$ cat src/rtl/mem_wait.sv
// Memory-wait stage: holds one memory-stage result, drives its data-bus request until data_ok, then presents it to writeback.
// Optional build macro MEM_WAIT_MISALIGN_CHECK_EN: misaligned accesses skip the bus and are flagged in dataW.ctl.misalign.
`timescale 1ns/1ps

package mem_wait_pkg;

  typedef struct packed {
    logic [1:0] memsize;      // log2 of the access size in bytes
    logic       memread;
    logic       memwrite;
    logic       memunsigned;
    logic       regwrite;
`ifdef MEM_WAIT_MISALIGN_CHECK_EN
    logic       misalign;
`endif
  } ctl_t;

  typedef struct packed {
    logic [63:0] pc;
    logic [31:0] raw_instr;
    logic [4:0]  dst;
    logic [63:0] aluout;
    logic [63:0] readdata;
    ctl_t        ctl;
  } memory_data_t;

  typedef struct packed {
    logic        valid;
    logic [63:0] addr;
    logic [1:0]  size;
    logic [7:0]  strobe;
    logic [63:0] data;
  } dbus_req_t;

  typedef struct packed {
    logic        addr_ok;
    logic        data_ok;
    logic [63:0] data;
  } dbus_resp_t;

endpackage

module mem_wait
  import mem_wait_pkg::*;
#(
  parameter int DATA_W = 64
) (
  input  logic         clk,
  input  logic         reset,
  input  logic         in_valid,
  output logic         in_ready,
  input  memory_data_t dataM_in,
  input  dbus_req_t    dreq_in,
  output dbus_req_t    dreq,
  input  dbus_resp_t   dresp,
  output logic         out_valid,
  input  logic         out_ready,
  output memory_data_t dataW
);

  typedef enum logic [1:0] {IDLE, BUSY, HOLD} state_e;

  state_e       state_q, state_d;
  dbus_req_t    dreq_q, dreq_d;
  memory_data_t data_q, data_d;
  logic         out_valid_q, out_valid_d;
  logic         accept;

  // Only data_ok matters here; the bus may raise addr_ok earlier or together with it.
  logic unused_addr_ok;
  assign unused_addr_ok = dresp.addr_ok;

  // Shift the addressed bytes to the bottom, then truncate and extend by shifting the access
  // width up to the MSB and back down (logical or arithmetic).
  function automatic logic [DATA_W-1:0] extend_load(input logic [DATA_W-1:0] word,
                                                    input logic [2:0]        off,
                                                    input logic [1:0]        size,
                                                    input logic              is_unsigned);
    logic [DATA_W-1:0]        raw;
    logic [DATA_W-1:0]        left;
    logic signed [DATA_W-1:0] sext;
    logic [6:0]               sh;
    raw  = word >> {off, 3'b000};
    sh   = 7'd64 - (7'd8 << size);
    left = raw << sh;
    sext = $signed(left) >>> sh;
    return is_unsigned ? (left >> sh) : sext;
  endfunction

`ifdef MEM_WAIT_MISALIGN_CHECK_EN
  function automatic logic misaligned(input logic [2:0] off, input logic [1:0] size);
    case (size)
      2'd0:    return 1'b0;
      2'd1:    return off[0];
      2'd2:    return |off[1:0];
      default: return |off;
    endcase
  endfunction

  logic misalign_in;
  assign misalign_in = (dataM_in.ctl.memread || dataM_in.ctl.memwrite) &&
                       misaligned(dataM_in.aluout[2:0], dataM_in.ctl.memsize);
`endif

  // A new instruction is taken when idle, or in HOLD in the same cycle the old one drains.
  assign in_ready = !reset && ((state_q == IDLE) || ((state_q == HOLD) && out_ready));
  assign accept   = in_valid && in_ready;

  always_comb begin
    // NOTE: every always_comb target gets a default first, so no path can infer a latch.
    state_d = state_q;
    dreq_d  = dreq_q;
    data_d  = data_q;

    case (state_q)
      BUSY: begin
        if (dresp.data_ok) begin
          data_d.readdata = data_q.ctl.memread
                          ? extend_load(dresp.data, data_q.aluout[2:0],
                                        data_q.ctl.memsize, data_q.ctl.memunsigned)
                          : '0;
          dreq_d.valid    = 1'b0;
          state_d         = HOLD;
        end
      end
      HOLD: begin
        if (out_ready) state_d = IDLE;
      end
      default: ;
    endcase

    if (accept) begin
      data_d  = dataM_in;
      dreq_d  = '0;
      state_d = HOLD;
`ifdef MEM_WAIT_MISALIGN_CHECK_EN
      data_d.ctl.misalign = misalign_in;
      if (misalign_in) data_d.readdata = '0;
      else
`endif
      if (dreq_in.valid) begin
        dreq_d  = dreq_in;
        state_d = BUSY;
      end
    end

    out_valid_d = (state_d == HOLD);
  end

  // NOTE: sequential state uses non-blocking assignments only; reset clears every register
  // including the held request and result, so nothing stale leaks out after a reset.
  always_ff @(posedge clk) begin
    if (reset) begin
      state_q     <= IDLE;
      dreq_q      <= '0;
      data_q      <= '0;
      out_valid_q <= 1'b0;
    end else begin
      state_q     <= state_d;
      dreq_q      <= dreq_d;
      data_q      <= data_d;
      out_valid_q <= out_valid_d;
    end
  end

  assign dreq      = dreq_q;
  assign dataW     = data_q;
  assign out_valid = out_valid_q;

endmodule

$ cat config.mk
export PLATFORM = sky130hd
export DESIGN_NAME = mem_wait
export DESIGN_NICKNAME = d
export VERILOG_FILES = /design/src/rtl/mem_wait.sv
export SDC_FILE = /design/constraint.sdc
export NUM_CORES = 1
export LEC_CHECK = 0
export ABC_AREA = 1
export CORE_AREA = 3 3 322 324
export DETAILED_ROUTE_END_ITERATION = 8
export DIE_AREA = 0 0 325 327
export PLACE_DENSITY = 0.38
export SLEW_MARGIN = 5
export SYNTH_ARGS = -nofsm -noshare
export SYNTH_HDL_FRONTEND = slang
export SYNTH_SLANG_ARGS = --single-unit
$ cat constraint.sdc
create_clock -name clk -period 1.8 [get_ports clk]
set_input_delay 0.45 -clock clk [delete_from_list [all_inputs] [get_ports clk]]
set_output_delay 0.45 -clock clk [all_outputs]
set_load 0.1 [all_outputs]
# Word level (Yosys, flattened, before mapping)
# Index checks and enable logic that the tools add are counted.
totals:
  reg_bits: 377
  input_bits: 444
classes:
  addsub: 1
  eq_ne: 3
  shift: 5
  n_mux: 14
  n_reduce_logical: 9
ops:
  columns: ["operator", "count"]
  rows:
  - ["$mux W139", 2]
  - ["$mux W64", 4]
  - ["$mux W70", 1]
  - ["$shl A64 B7 Y64", 1]
  - ["$shr A64 B6 Y64", 1]
  - ["$shr A64 B7 Y64", 1]
  - ["$sshr A64 B7 Y64", 1]
  - ["$mux W2", 4]
  - ["$shl A4 B2 Y7 const A", 1]
  - ["$sub A7 B7 Y7 const A", 1]
  - ["$eq A2 B2 Y1 const B", 2]
  - ["$pmux W2 S2", 1]
  - ["$reduce_bool A2 Y1", 2]
  - ["$logic_and A1 B1 Y1", 3]
  - ["$eq A2 B1 Y1 const B", 1]
  - ["$logic_not A2 Y1", 1]
  - ["$mux W1", 2]
  - ["$reduce_and A2 Y1", 1]
  - ["$logic_not A1 Y1", 1]
  - ["$logic_or A1 B1 Y1", 1]

# Depth between registers and ports, before layout
# Gate-level depths: netlist (run 1).
logic_depth:
  depth_word: 9
  depth_mapped: 17
  ltp_nobuf: 15

# Least setup slack after synthesis (run 1)
# OpenSTA, ideal clock, no wires.
synth_path:
  kind: "register to register"
  start: "reg state_q[0]"
  end: "reg data_q (netlist bit dataW[52])"
  t_arrival_ps: 3044
  slack_ps: -1372
  path_stages_with_launch: 13
  synth_period_minus_slack_ps: 3172
  cell_sequence: "dfxtp_1 > inv_1 > ha_1 > a21oi_1 > nor2_1 > nand2_2 > nand2_1 > inv_1 > buf_2 > buf_2 > a22o_1 > a21oi_1 > nor2_1"
synth_between:
  elab_chain_cells: 7
  elab_cells_between_ends: 11
  cone_classes: "2 x eq/ne; 1 x mux; 8 x reduce/logical"
synth_lines:
  columns: ["element", "line_no", "text"]
  rows:
  - ["start, declared", "63", "state_e state_q, state_d;"]
  - ["start signal, assigned", "159", "state_q <= state_d;"]
  - ["$eq A2 B2 Y1", "106", "assign in_ready = !reset && ((state_q == IDLE) || ((state_q == HOLD) && out_ready));"]
  - ["$logic_and A1 B1 Y1", "106", null]
  - ["$logic_or A1 B1 Y1 *", "106", null]
  - ["$logic_and A1 B1 Y1 *", "106", null]
  - ["named net in_ready", "51", "output logic in_ready,"]
  - ["$logic_and A1 B1 Y1 *", "107", "assign accept = in_valid && in_ready;"]
  - ["$reduce_bool A2 Y1 (no source line)", null, null]
  - ["$reduce_and A2 Y1 (no source line)", null, null]
  - ["end signal, assigned", "161", "data_q <= data_d;"]
  - ["end, declared", "65", "memory_data_t data_q, data_d;"]
# The timed path passes the listed nets; every way through them passes the cells marked *.
# A chain may end at the register's enable or synchronous reset.

# Final worst setup path (run 1)
layout_path:
  start: "reg state_q[1]"
  end: "out in_ready"
layout_between:
  elab_chain_cells: 4
  elab_cells_between_ends: 5
  cone_classes: "1 x eq/ne; 4 x reduce/logical"
layout_lines:
  columns: ["element", "line_no"]
  rows:
  - ["$eq A2 B2 Y1", "106"]
  - ["$logic_and A1 B1 Y1", "106"]
  - ["$logic_or A1 B1 Y1 *", "106"]
  - ["$logic_and A1 B1 Y1 *", "106"]
  - ["end, declared", "51"]
# Mark *: on every way between the ends. The rest lies on a longest branch, timed or not.

==> flow_summary_export.csv, run 1 <==
group,metric,value,unit
status,status,"complete, but fails checks",
status,violations,"negative setup slack",
sta,setup_tns,-56.92,ns
floorplan,dieArea,0.1063,mm²
synth,ys.warnings.count,0,
cts,cts_num_sinks,377,
power,p_comb_share,38.2,%
power,swShare,37.00,%
worst_setup_path,start_kind,"flop",
drt,first_pass_iters,5,
placed_design,gp_congestion,0.8773,
drt,wl_per_cell,21.97,µm
layout,fillCellCount,10360,
synth,synth.distinct_cells,39,
layout,final_nets,3906,
placed_design,dpl.hpwl,77150,µm
cts,htreeDepth,2,
drt,via_count,20180,
drt,wirelength,107000,µm
layout,stdcell_count,4871,
worst_setup_path,arrival,1.66,ns
power,irDropWorstVdd,747.7,µV
placed_design,port_buffers,818,
floorplan,die-width,325,µm
min_path,holdCritPathClass,"input port to flop",
sta,relSlewSlack,61.19,%
global_route,grt_max_degree,106,
synth,syn-num-nets,2812,
synth,synthCells,2365,
worst_setup_path,end_kind,"output port",
drt,first_iter_violations,1105,
cts,clk_latency,0.62,ns
cts,ctsHoldBuffers,0,
global_route,grt_remaining_overflow,0,
cts,cts-root-buf,"clkbuf_16",
drt,vias_per_cell,4.144,
cts,cts_tree,"built",
power,internal_power,0.02037,W
global_route,grt.total_usage,19.36,%
floorplan,coreArea,0.1014,mm²
sta,period_minus_slack,2.111,ns
placed_design,dp.cells,4614,
worst_setup_path,crit_type,"flop to output port",
flow_run,drv_cap,0,
global_route,antenna_found_initial,8,
synth,syn_area_per_cell,6.912,µm²
layout,drive_gt1_share,31.66,%
sta,finalMaxSlewViolations,0,
sta,fin_worst_skew,0.01855,ns
power,netSwitchingPower,0.01196,W
cts,clkTransAtPathRegs,0.06,ns
global_route,grt_pass1_wl,151200,µm
sta,timing.final.crit_share,117.3,%
sta,worst_pin_slew,0.5822,ns
sta,max_freq,0.4737,GHz
floorplan,std_cell_rows,117,
layout,area_growth,129.4,%
drt,final_antenna_net_count,0,
worst_setup_path,required,1.35,ns
sta,fin_ws,-0.3109,ns
cts,cts_buffers,52,
synth,yosysSeqAreaShare,46.17,%
global_route,grt_pass1_vias,20390,
sta,grt_setup_unrepaired,"yes",
power,power_density,862.4,mW/mm²
floorplan,start_util,16.11,%
sta,finalSetupViolations,374,
floorplan,io_pins,820,
floorplan,fp.dieH,327,µm
sta,final_hold_viol_count,0,
synth,synth_area,0.01635,mm²
cts,clk_path_buf_depth,3,
worst_setup_path,crit_fanout,3,
power,leakagePower,15.61,nW
power,clock_power_share,32.5,%
drt,drc,0,
power,p_seq_share,29.3,%
synth,ys_ff_latch,377,
-- power groups by stage --
stage / registers [W] / logic (W) / clock network [W]
global placement: 0.00962 / 0.0105 / 0
finish: 0.00946 / 0.0124 / 0.0105
floorplan: 0.0129 / 0.00202 / 0
CTS: 0.00946 / 0.0121 / 0.0109
detailed placement: 0.00962 / 0.0105 / 0
global route: 0.00952 / 0.0129 / 0.0112
-- synth_stat cells --
cell type	number	share of area [%]
a21boi_0	2	0.092
a21o_1	1	0.046
a21oi_1	209	6.4
a22o_1	45	2.4
a31o_1	1	0.054
a31o_2	1	0.054
a31oi_1	21	0.80
a41oi_1	1	0.054
and2_1	1	0.038
buf_1	9	0.21
buf_2	49	1.5
buf_4	7	0.32
buf_6	8	0.55
clkbuf_1	99	2.3
clkinv_1	3	0.069
dfxtp_1	377	46
ha_1	3	0.23
inv_1	93	2.1
inv_2	7	0.16
nand2_1	979	22
nand2_2	2	0.077
nand3_1	274	8.4
nand3_2	3	0.18
nand3b_1	1	0.046
nand4_1	10	0.38
nor2_1	48	1.1
nor2_2	2	0.077
nor2_4	2	0.14
nor3_1	3	0.092
o211ai_1	7	0.32
o211ai_2	1	0.077
o21a_1	2	0.092
o21ai_0	65	2.0
o21ai_1	19	0.58
o22ai_1	3	0.11
o311ai_1	1	0.054
o31ai_1	1	0.046
or2_1	2	0.077
or2_2	3	0.11
-- flip-flops by register name, indices dropped and copies added, names as in the netlist --
signal	count
dataW	235
out_valid	1
state_q	2
dreq	139
-- layer usage --
metal  GRT usage, %  vias to the layer above  wire length [µm]
met5              0                        -                 0
li1               -                     9932                 -
met3          5.694                       97              7544
met1          23.10                     9519             43780
met2          34.40                      635             53770
met4          3.886                        0              1939
-- critical path, stage by stage, from the launching register on --
cell and delay (ns):
dfxtp_4 0.39, inv_4 0.04, ha_4 0.15, a21oi_4 0.13
nor2_4 0.05, buf_6 0.11, buf_12 0.16
-- cells by family (layout without fill, tap and decap cells) --
kind of cell	after synthesis	after routing	share of synthesized area, %
AND/OR/NAND/NOR	1330	1330	33.20
AO/OA/AOI/OAI	380	380	13.19
flip-flops	377	377	46.17
buffers and inverters	275	1407	7.218
adder cells (fa/ha/maj)	3	3	0.2296
other	0	6	0
-- area by class of cell --
type / instances / area [µm²] / area share (%)
Tap cell: 1368 / 1712 / 4.565
Clock buffer: 71 / 1423 / 3.794
Multi-Input combinational cell: 1713 / 8731 / 23.28
Sequential cell: 377 / 7594 / 20.25
Timing Repair inverter: 2 / 22.52 / 0.06006
Clock inverter: 21 / 276.5 / 0.7374
Timing Repair Buffer: 1210 / 17260 / 46.03
Antenna cell: 6 / 15.01 / 0.04004
Inverter: 103 / 464.2 / 1.238
-- stage by stage --
step / util [%] / power (W) / setup WS (ns) / hold WS (ns) / area [µm²]
floorplan: - / 0.01496 / -0.3039 / 0.5609 / 16500
global placement: 30.98 / 0.02015 / -0.8956 / 0.4885 / 31430
detailed placement: 30.98 / 0.02013 / -0.9212 / 0.4924 / 31430
CTS: 36.12 / 0.03252 / -0.3834 / 0.3002 / 36640
global route: 36.96 / 0.03366 / -0.3999 / 0.3305 / 37490
finish: 36.96 / 0.03234 / -0.3109 / 0.3596 / 37500
-- final timing paths --
kind | startpoint | end | slack, ns | depth (start not counted)
max | state_q[1] | in_ready | -0.31 | 6
min | dataM_in[144] | dataW[144] | 0.36 | 3
max reg2reg | dataW[70] | dataW[23] | -0.30 | 16
min reg2reg | dreq[48] | dreq[48] | 0.49 | 2
-- layout by cell type (no fill, tap or decap), drive strengths merged, types with 13 or more instances in the layout --
master / count
a22o: 45
nor2: 52
a21oi: 209
o21ai: 84
nand2: 981
nand3: 277
dfxtp: 377
a31oi: 21
clkdlybuf4s50: 441
clkbuf: 78
inv: 103
buf: 753
clkinv: 13
-- what timing repair did --
action | CTS | global route
endpoints found under the hold margin | 0 | 0
cloned | 52 | 7
pin swaps | 89 | 70
gates resized for setup | 362 | 155
buffers inserted | 87 | 24
setup endpoints to repair | 305 | 378
Note: power is estimated with default switching activity, not from simulation.
==> run 2, diff against run 1 <==
--- a/config.mk
+++ b/config.mk
@@ -7,6 +7,7 @@
 export LEC_CHECK = 0
 export ABC_AREA = 1
 export CORE_AREA = 3 3 322 324
+export CTS_CLUSTER_SIZE = 24
 export DETAILED_ROUTE_END_ITERATION = 8
 export DIE_AREA = 0 0 325 327
 export PLACE_DENSITY = 0.38
==> run 2 against run 1 <==
Against the previous run:
- the flow still finishes with violations (negative setup slack)
- final cell count decreased by 0.90%
- global-route usage decreased by 0.72 points
- critical path depth stayed put
- critical endpoint unchanged
==> flow_summary_export.csv, run 2 (synthesized netlist as in run 1, its figures left out) <==
group,metric,value,unit
cts,clk_path_buf_depth,3,
layout,final_nets,3862,
sta,fin_ws,-0.3145,ns
layout,register_area,0.007566,mm²
layout,fin_util,36.34,%
cts,cts_buffers,52,
cts,cts_tree,"built",
cts,clk_latency,0.63,ns
min_path,holdCritPathClass,"input port to flop",
worst_setup_path,arrival,1.66,ns
worst_setup_path,cp_slowest_cell,"dfxtp_4",
worst_setup_path,critPathTopFamily,"flip-flops",
global_route,grt_pass1_vias,19980,
worst_setup_path,crit_fanout,3,
global_route,grt_max_degree,106,
flow_run,drv_cap,0,
sta,max_freq,0.4729,GHz
drt,wl_per_cell,21.52,µm
layout,largest_reg_flops,235,
sta,finalSetupViolations,377,
drt,first_iter_violations,1137,
power,power_density,871.6,mW/mm²
global_route,grt_pass1_wl,146200,µm
placed_design,gp_congestion,0.8773,
cts,cts-root-buf,"clkbuf_16",
worst_setup_path,end_kind,"output port",
layout,final_common_cell,"nand2_1",
power,irDropWorstVdd,672.9,µV
floorplan,coreArea,0.1014,mm²
worst_setup_path,crit_type,"flop to output port",
drt,final_antenna_net_count,0,
sta,fin_worst_skew,0.05614,ns
worst_setup_path,path_buf_inv,3,
status,violations,"negative setup slack",
sta,final_hold_viol_count,0,
drt,wirelength,103900,µm
placed_design,place_area,0.03143,mm²
worst_setup_path,crit_chain,"inv_4 -> ha_4 -> a21oi_4 -> nor2_4 -> buf_6 -> buf_12",
drt,via_count,20100,
layout,mostFrequentLayoutCells,"nand2_1 (890), clkdlybuf4s50_1 (441), buf_12 (433)",
drt,drc,0,
floorplan,std_cell_rows,117,
worst_setup_path,cp-startpoint,"state_q[1]",
layout,post-route-cell-area,0.03686,mm²
floorplan,fp.dieH,327,µm
status,status,"complete, but fails checks",
layout,multi_input_area,0.008915,mm²
sta,grt_setup_unrepaired,"yes",
worst_setup_path,required,1.35,ns
placed_design,dpl.hpwl,77150,µm
layout,drive_gt1_share,32.17,%
cts,cts_num_sinks,377,
layout,area_growth,125.5,%
worst_setup_path,rrSetupSlack,-0.27,ns
sta,worst_pin_slew,0.5958,ns
worst_setup_path,rr_startpoint,"dataW[70]",
sta,timing.final.crit_share,117.5,%
worst_setup_path,start_kind,"flop",
floorplan,dieArea,0.1063,mm²
drt,vias_per_cell,4.164,
cts,htreeDepth,2,
sta,period_minus_slack,2.114,ns
worst_setup_path,reg2reg_depth,15,
floorplan,start_util,16.11,%
worst_setup_path,endpoint,"in_ready",
worst_setup_path,critPathMaxStageDelay,0.38,ns
power,leakagePower,15.26,nW
cts,clkTransAtPathRegs,0.06,ns
sta,relSlewSlack,60.28,%
global_route,antenna_found_initial,7,
worst_setup_path,cp.depth,6,
worst_setup_path,reg2reg_to,"dataW[27]",
global_route,grt_remaining_overflow,0,
floorplan,die-width,325,µm
global_route,grt.total_usage,18.64,%
floorplan,io_pins,820,
placed_design,port_buffers,818,
layout,fillCellCount,10420,
sta,finalMaxSlewViolations,0,
drt,first_pass_iters,5,
==> run 2: area by class of cell <==
type / instances / share of cell area, %
well taps: 1368 / 4.643
inverters: 103 / 1.208
multi-input cells: 1713 / 24.18
repair inverters: 3 / 0.1052
repair buffers: 1165 / 44.55
diodes: 5 / 0.03394
clock inverters: 21 / 0.8519
flip-flops and latches: 377 / 20.52
clock buffers: 72 / 3.897
==> run 2: power by group <==
group,leakage (nW),switching [W],internal (W)
Clock,0.847,0.00425,0.00644
Sequential,3.09,0.000583,0.00887
Combinational,11.3,0.00700,0.00499
Total,15.3,0.0118,0.0203
==> run 2: routing by layer <==
metal  vias up  share of wire [%]  global-route usage (%)  wire length, µm
li1       9841                  -                       -                -
met3       100                7.3                   5.573             7551
met2       662                 50                   32.80            52300
met4         0                1.9                   3.965             1947
met1      9498                 41                   22.37            42090
met5         -                  0                       0                0
==> run 2: worst min-delay path by stage <==
| stage | start | to | slack, ns | depth (start not counted) |
|---|---|---|---|---|
| after CTS | dataM_in[144] | dataW[144] | 0.28 | 3 |
| after global routing | dataM_in[154] | dataW[154] | 0.31 | 3 |
| after floorplan | dataM_in[169] | dataW[169] | 0.56 | 2 |
| after detailed placement | dreq[102] | dreq[102] | 0.49 | 2 |
| final | dataM_in[144] | dataW[144] | 0.35 | 3 |
| after global placement | dataW[150] | dataW[150] | 0.49 | 2 |
==> run 2: metrics by stage <==
step / setup slack, ns / total power [W] / cells / setup TNS, ns / hold slack, ns
after floorplan: -0.3039 / 0.01496 / 2365 / -81.18 / 0.5609
after global placement: -0.8956 / 0.02015 / 4614 / -168.90 / 0.4885
after detailed placement: -0.9212 / 0.02013 / 4614 / -171.37 / 0.4924
after CTS: -0.3949 / 0.03225 / 4790 / -45.56 / 0.2789
after global routing: -0.4083 / 0.03348 / 4825 / -87.07 / 0.3127
final: -0.3145 / 0.03213 / 4827 / -48.02 / 0.3492
==> run 2: worst register-to-register path: stages (launching register included) <==
cell and delay, ns:
dfxtp_4 0.42, buf_12 0.15, nand2_2 0.05, and2_4 0.14, nand2_4 0.06, nand3_4 0.09, nand3_4 0.10, nand3_4 0.10
buf_6 0.14, nor2_4 0.19, buf_6 0.15, buf_4 0.10, o21ai_2 0.04, inv_1 0.07, nand2_2 0.05, a21oi_2 0.11
==> run 2: timing repair <==
item                       4_1_cts  5_1_grt
pin swaps                       80       80
cloned                          32       10
gates resized for setup        353      180
setup endpoints to repair      293      395
hold buffers                     0        0
setup buffers                   56       25
==> run 3, diff against run 2 <==
--- a/config.mk
+++ b/config.mk
@@ -11,6 +11,7 @@
 export DETAILED_ROUTE_END_ITERATION = 8
 export DIE_AREA = 0 0 325 327
 export PLACE_DENSITY = 0.38
+export SETUP_SLACK_MARGIN = 0.3
 export SLEW_MARGIN = 5
 export SYNTH_ARGS = -nofsm -noshare
 export SYNTH_HDL_FRONTEND = slang
==> run 3 against run 2 <==
Against the previous run:
- critical path depth unchanged
- register-to-register slack got worse by 0.02 ns
- sequential power about the same
- hold slack improved by 0.0012 ns
- flip-flop and latch count unchanged
- fmax about the same
- clock power about the same
- the flow still finishes with violations (negative setup slack)
- count of clock-buffer cells in the layout unchanged
- global-route usage increased by 0.45 points
==> flow_summary_export.csv, run 3 (synthesized netlist as in run 1, its figures left out) <==
group,metric,value,unit
floorplan,coreArea,0.1014,mm²
drt,final_antenna_net_count,0,
floorplan,start_util,16.11,%
drt,wl_met2,53100,µm
sta,finalMaxSlewViolations,0,
sta,grt_setup_unrepaired,"yes",
global_route,grt_max_degree,106,
layout,final_common_cell,"nand2_1",
drt,first_iter_violations,1224,
sta,relSlewSlack,61.56,%
worst_setup_path,end_kind,"output port",
floorplan,fp.dieH,327,µm
cts,htreeDepth,2,
power,power_density,861.3,mW/mm²
drt,drc,0,
global_route,grt_pass1_vias,20300,
sta,setup_tns,-51.78,ns
power,leakagePower,15.66,nW
drt,top_layer,"met4",
worst_setup_path,start_kind,"flop",
sta,worst_pin_slew,0.5765,ns
layout,area_growth,130.5,%
placed_design,dpl.hpwl,77150,µm
sta,fin_ws,-0.3137,ns
worst_setup_path,crit_fanout,3,
layout,stdcell_count,4872,
drt,first_pass_iters,5,
global_route,grt.total_usage,19.09,%
layout,final_nets,3907,
sta,fin_worst_skew,0.05518,ns
flow_run,drv_cap,0,
drt,wl_per_cell,21.68,µm
status,status,"complete, but fails checks",
sta,period_minus_slack,2.114,ns
min_path,holdCritPathClass,"input port to flop",
global_route,grt_pass1_wl,149300,µm
drt,wl_met1,43100,µm
layout,drive_gt1_share,32.95,%
cts,ctsHoldBuffers,0,
placed_design,port_buffers,818,
drt,via_count,20180,
sta,finalSetupViolations,371,
layout,register_area,0.007579,mm²
worst_setup_path,required,1.35,ns
worst_setup_path,crit_type,"flop to output port",
status,violations,"negative setup slack",
floorplan,dieArea,0.1063,mm²
floorplan,std_cell_rows,117,
layout,largest_reg_flops,235,
drt,wirelength,105600,µm
cts,clk_path_buf_depth,3,
cts,clk_latency,0.63,ns
power,irDropWorstVdd,674.9,µV
layout,mostFrequentLayoutCells,"nand2_1 (877), clkdlybuf4s50_1 (441), buf_12 (435)",
sta,final_hold_viol_count,0,
sta,timing.final.crit_share,117.4,%
layout,multi_input_area,0.008901,mm²
cts,cts_tree,"built",
cts,cts-root-buf,"clkbuf_16",
floorplan,die-width,325,µm
worst_setup_path,arrival,1.66,ns
cts,cts_num_sinks,377,
sta,max_freq,0.4731,GHz
drt,wl_met3,7613,µm
global_route,antenna_found_initial,7,
placed_design,dp.cells,4614,
placed_design,gp_congestion,0.8773,
cts,cts_buffers,52,
global_route,grt_remaining_overflow,0,
floorplan,io_pins,820,
cts,clkTransAtPathRegs,0.06,ns
layout,fillCellCount,10360,
drt,vias_per_cell,4.142,
-- run 3: final timing paths --
check / from / endpoint / slack [ns] / cells past startpoint
worst max register to register: state_q[0] / dataW[24] / -0.29 / 14
worst max-delay path: state_q[1] / in_ready / -0.31 / 6
worst min-delay path: dataM_in[144] / dataW[144] / 0.35 / 3
worst min register to register: dreq[68] / dreq[68] / 0.49 / 2
-- run 3: repair_timing --
item | 4_1_cts | 5_1_grt
setup buffers | 80 | 22
gates cloned | 50 | 8
setup endpoints to repair | 753 | 753
gates resized for setup | 416 | 170
pin swaps | 86 | 70
-- run 3: metrics by stage --
stage	instance area [µm²]	hold WS (ns)	utilization (%)	total power (W)	setup WS, ns
floorplan	16500	0.5609	-	0.01496	-0.3039
global placement	31430	0.4885	30.98	0.02015	-0.8956
detailed placement	31430	0.4924	30.98	0.02013	-0.9212
CTS	36660	0.2789	36.14	0.03254	-0.3949
global route	37660	0.3139	37.13	0.03379	-0.4054
finish	37670	0.3503	37.13	0.03245	-0.3137
-- run 3: power breakdown --
group	internal, W	switching [W]	total [W]	leakage [nW]
combinational	0.00521	0.00708	0.0123	11.7
sequential	0.00887	0.000583	0.00945	3.09
clock	0.00644	0.00426	0.0107	0.847
total	0.0205	0.0119	0.0324	15.7
-- run 3: final cells by class --
cell class	count	share of cell area (%)
diodes	5	0.03321
clock buffers	72	3.813
clock inverters	21	0.8336
inverters	103	1.202
multi-input cells	1713	23.63
flip-flops and latches	377	20.12
well taps	1368	4.543
repair buffers	1209	45.67
repair inverters	4	0.1627
-- run 3: metal layers --
metal	track usage, %	up-vias
li1	-	9954
met1	22.83	9492
met2	33.73	642
met3	5.737	90
met4	3.916	0
met5	0	-
-- run 3: worst max-delay path: stages (launching register included) --
cell and delay (ns):
dfxtp_4 0.38, inv_4 0.04, ha_4 0.15, a21oi_4 0.13
nor2_4 0.05, buf_6 0.11, buf_12 0.16
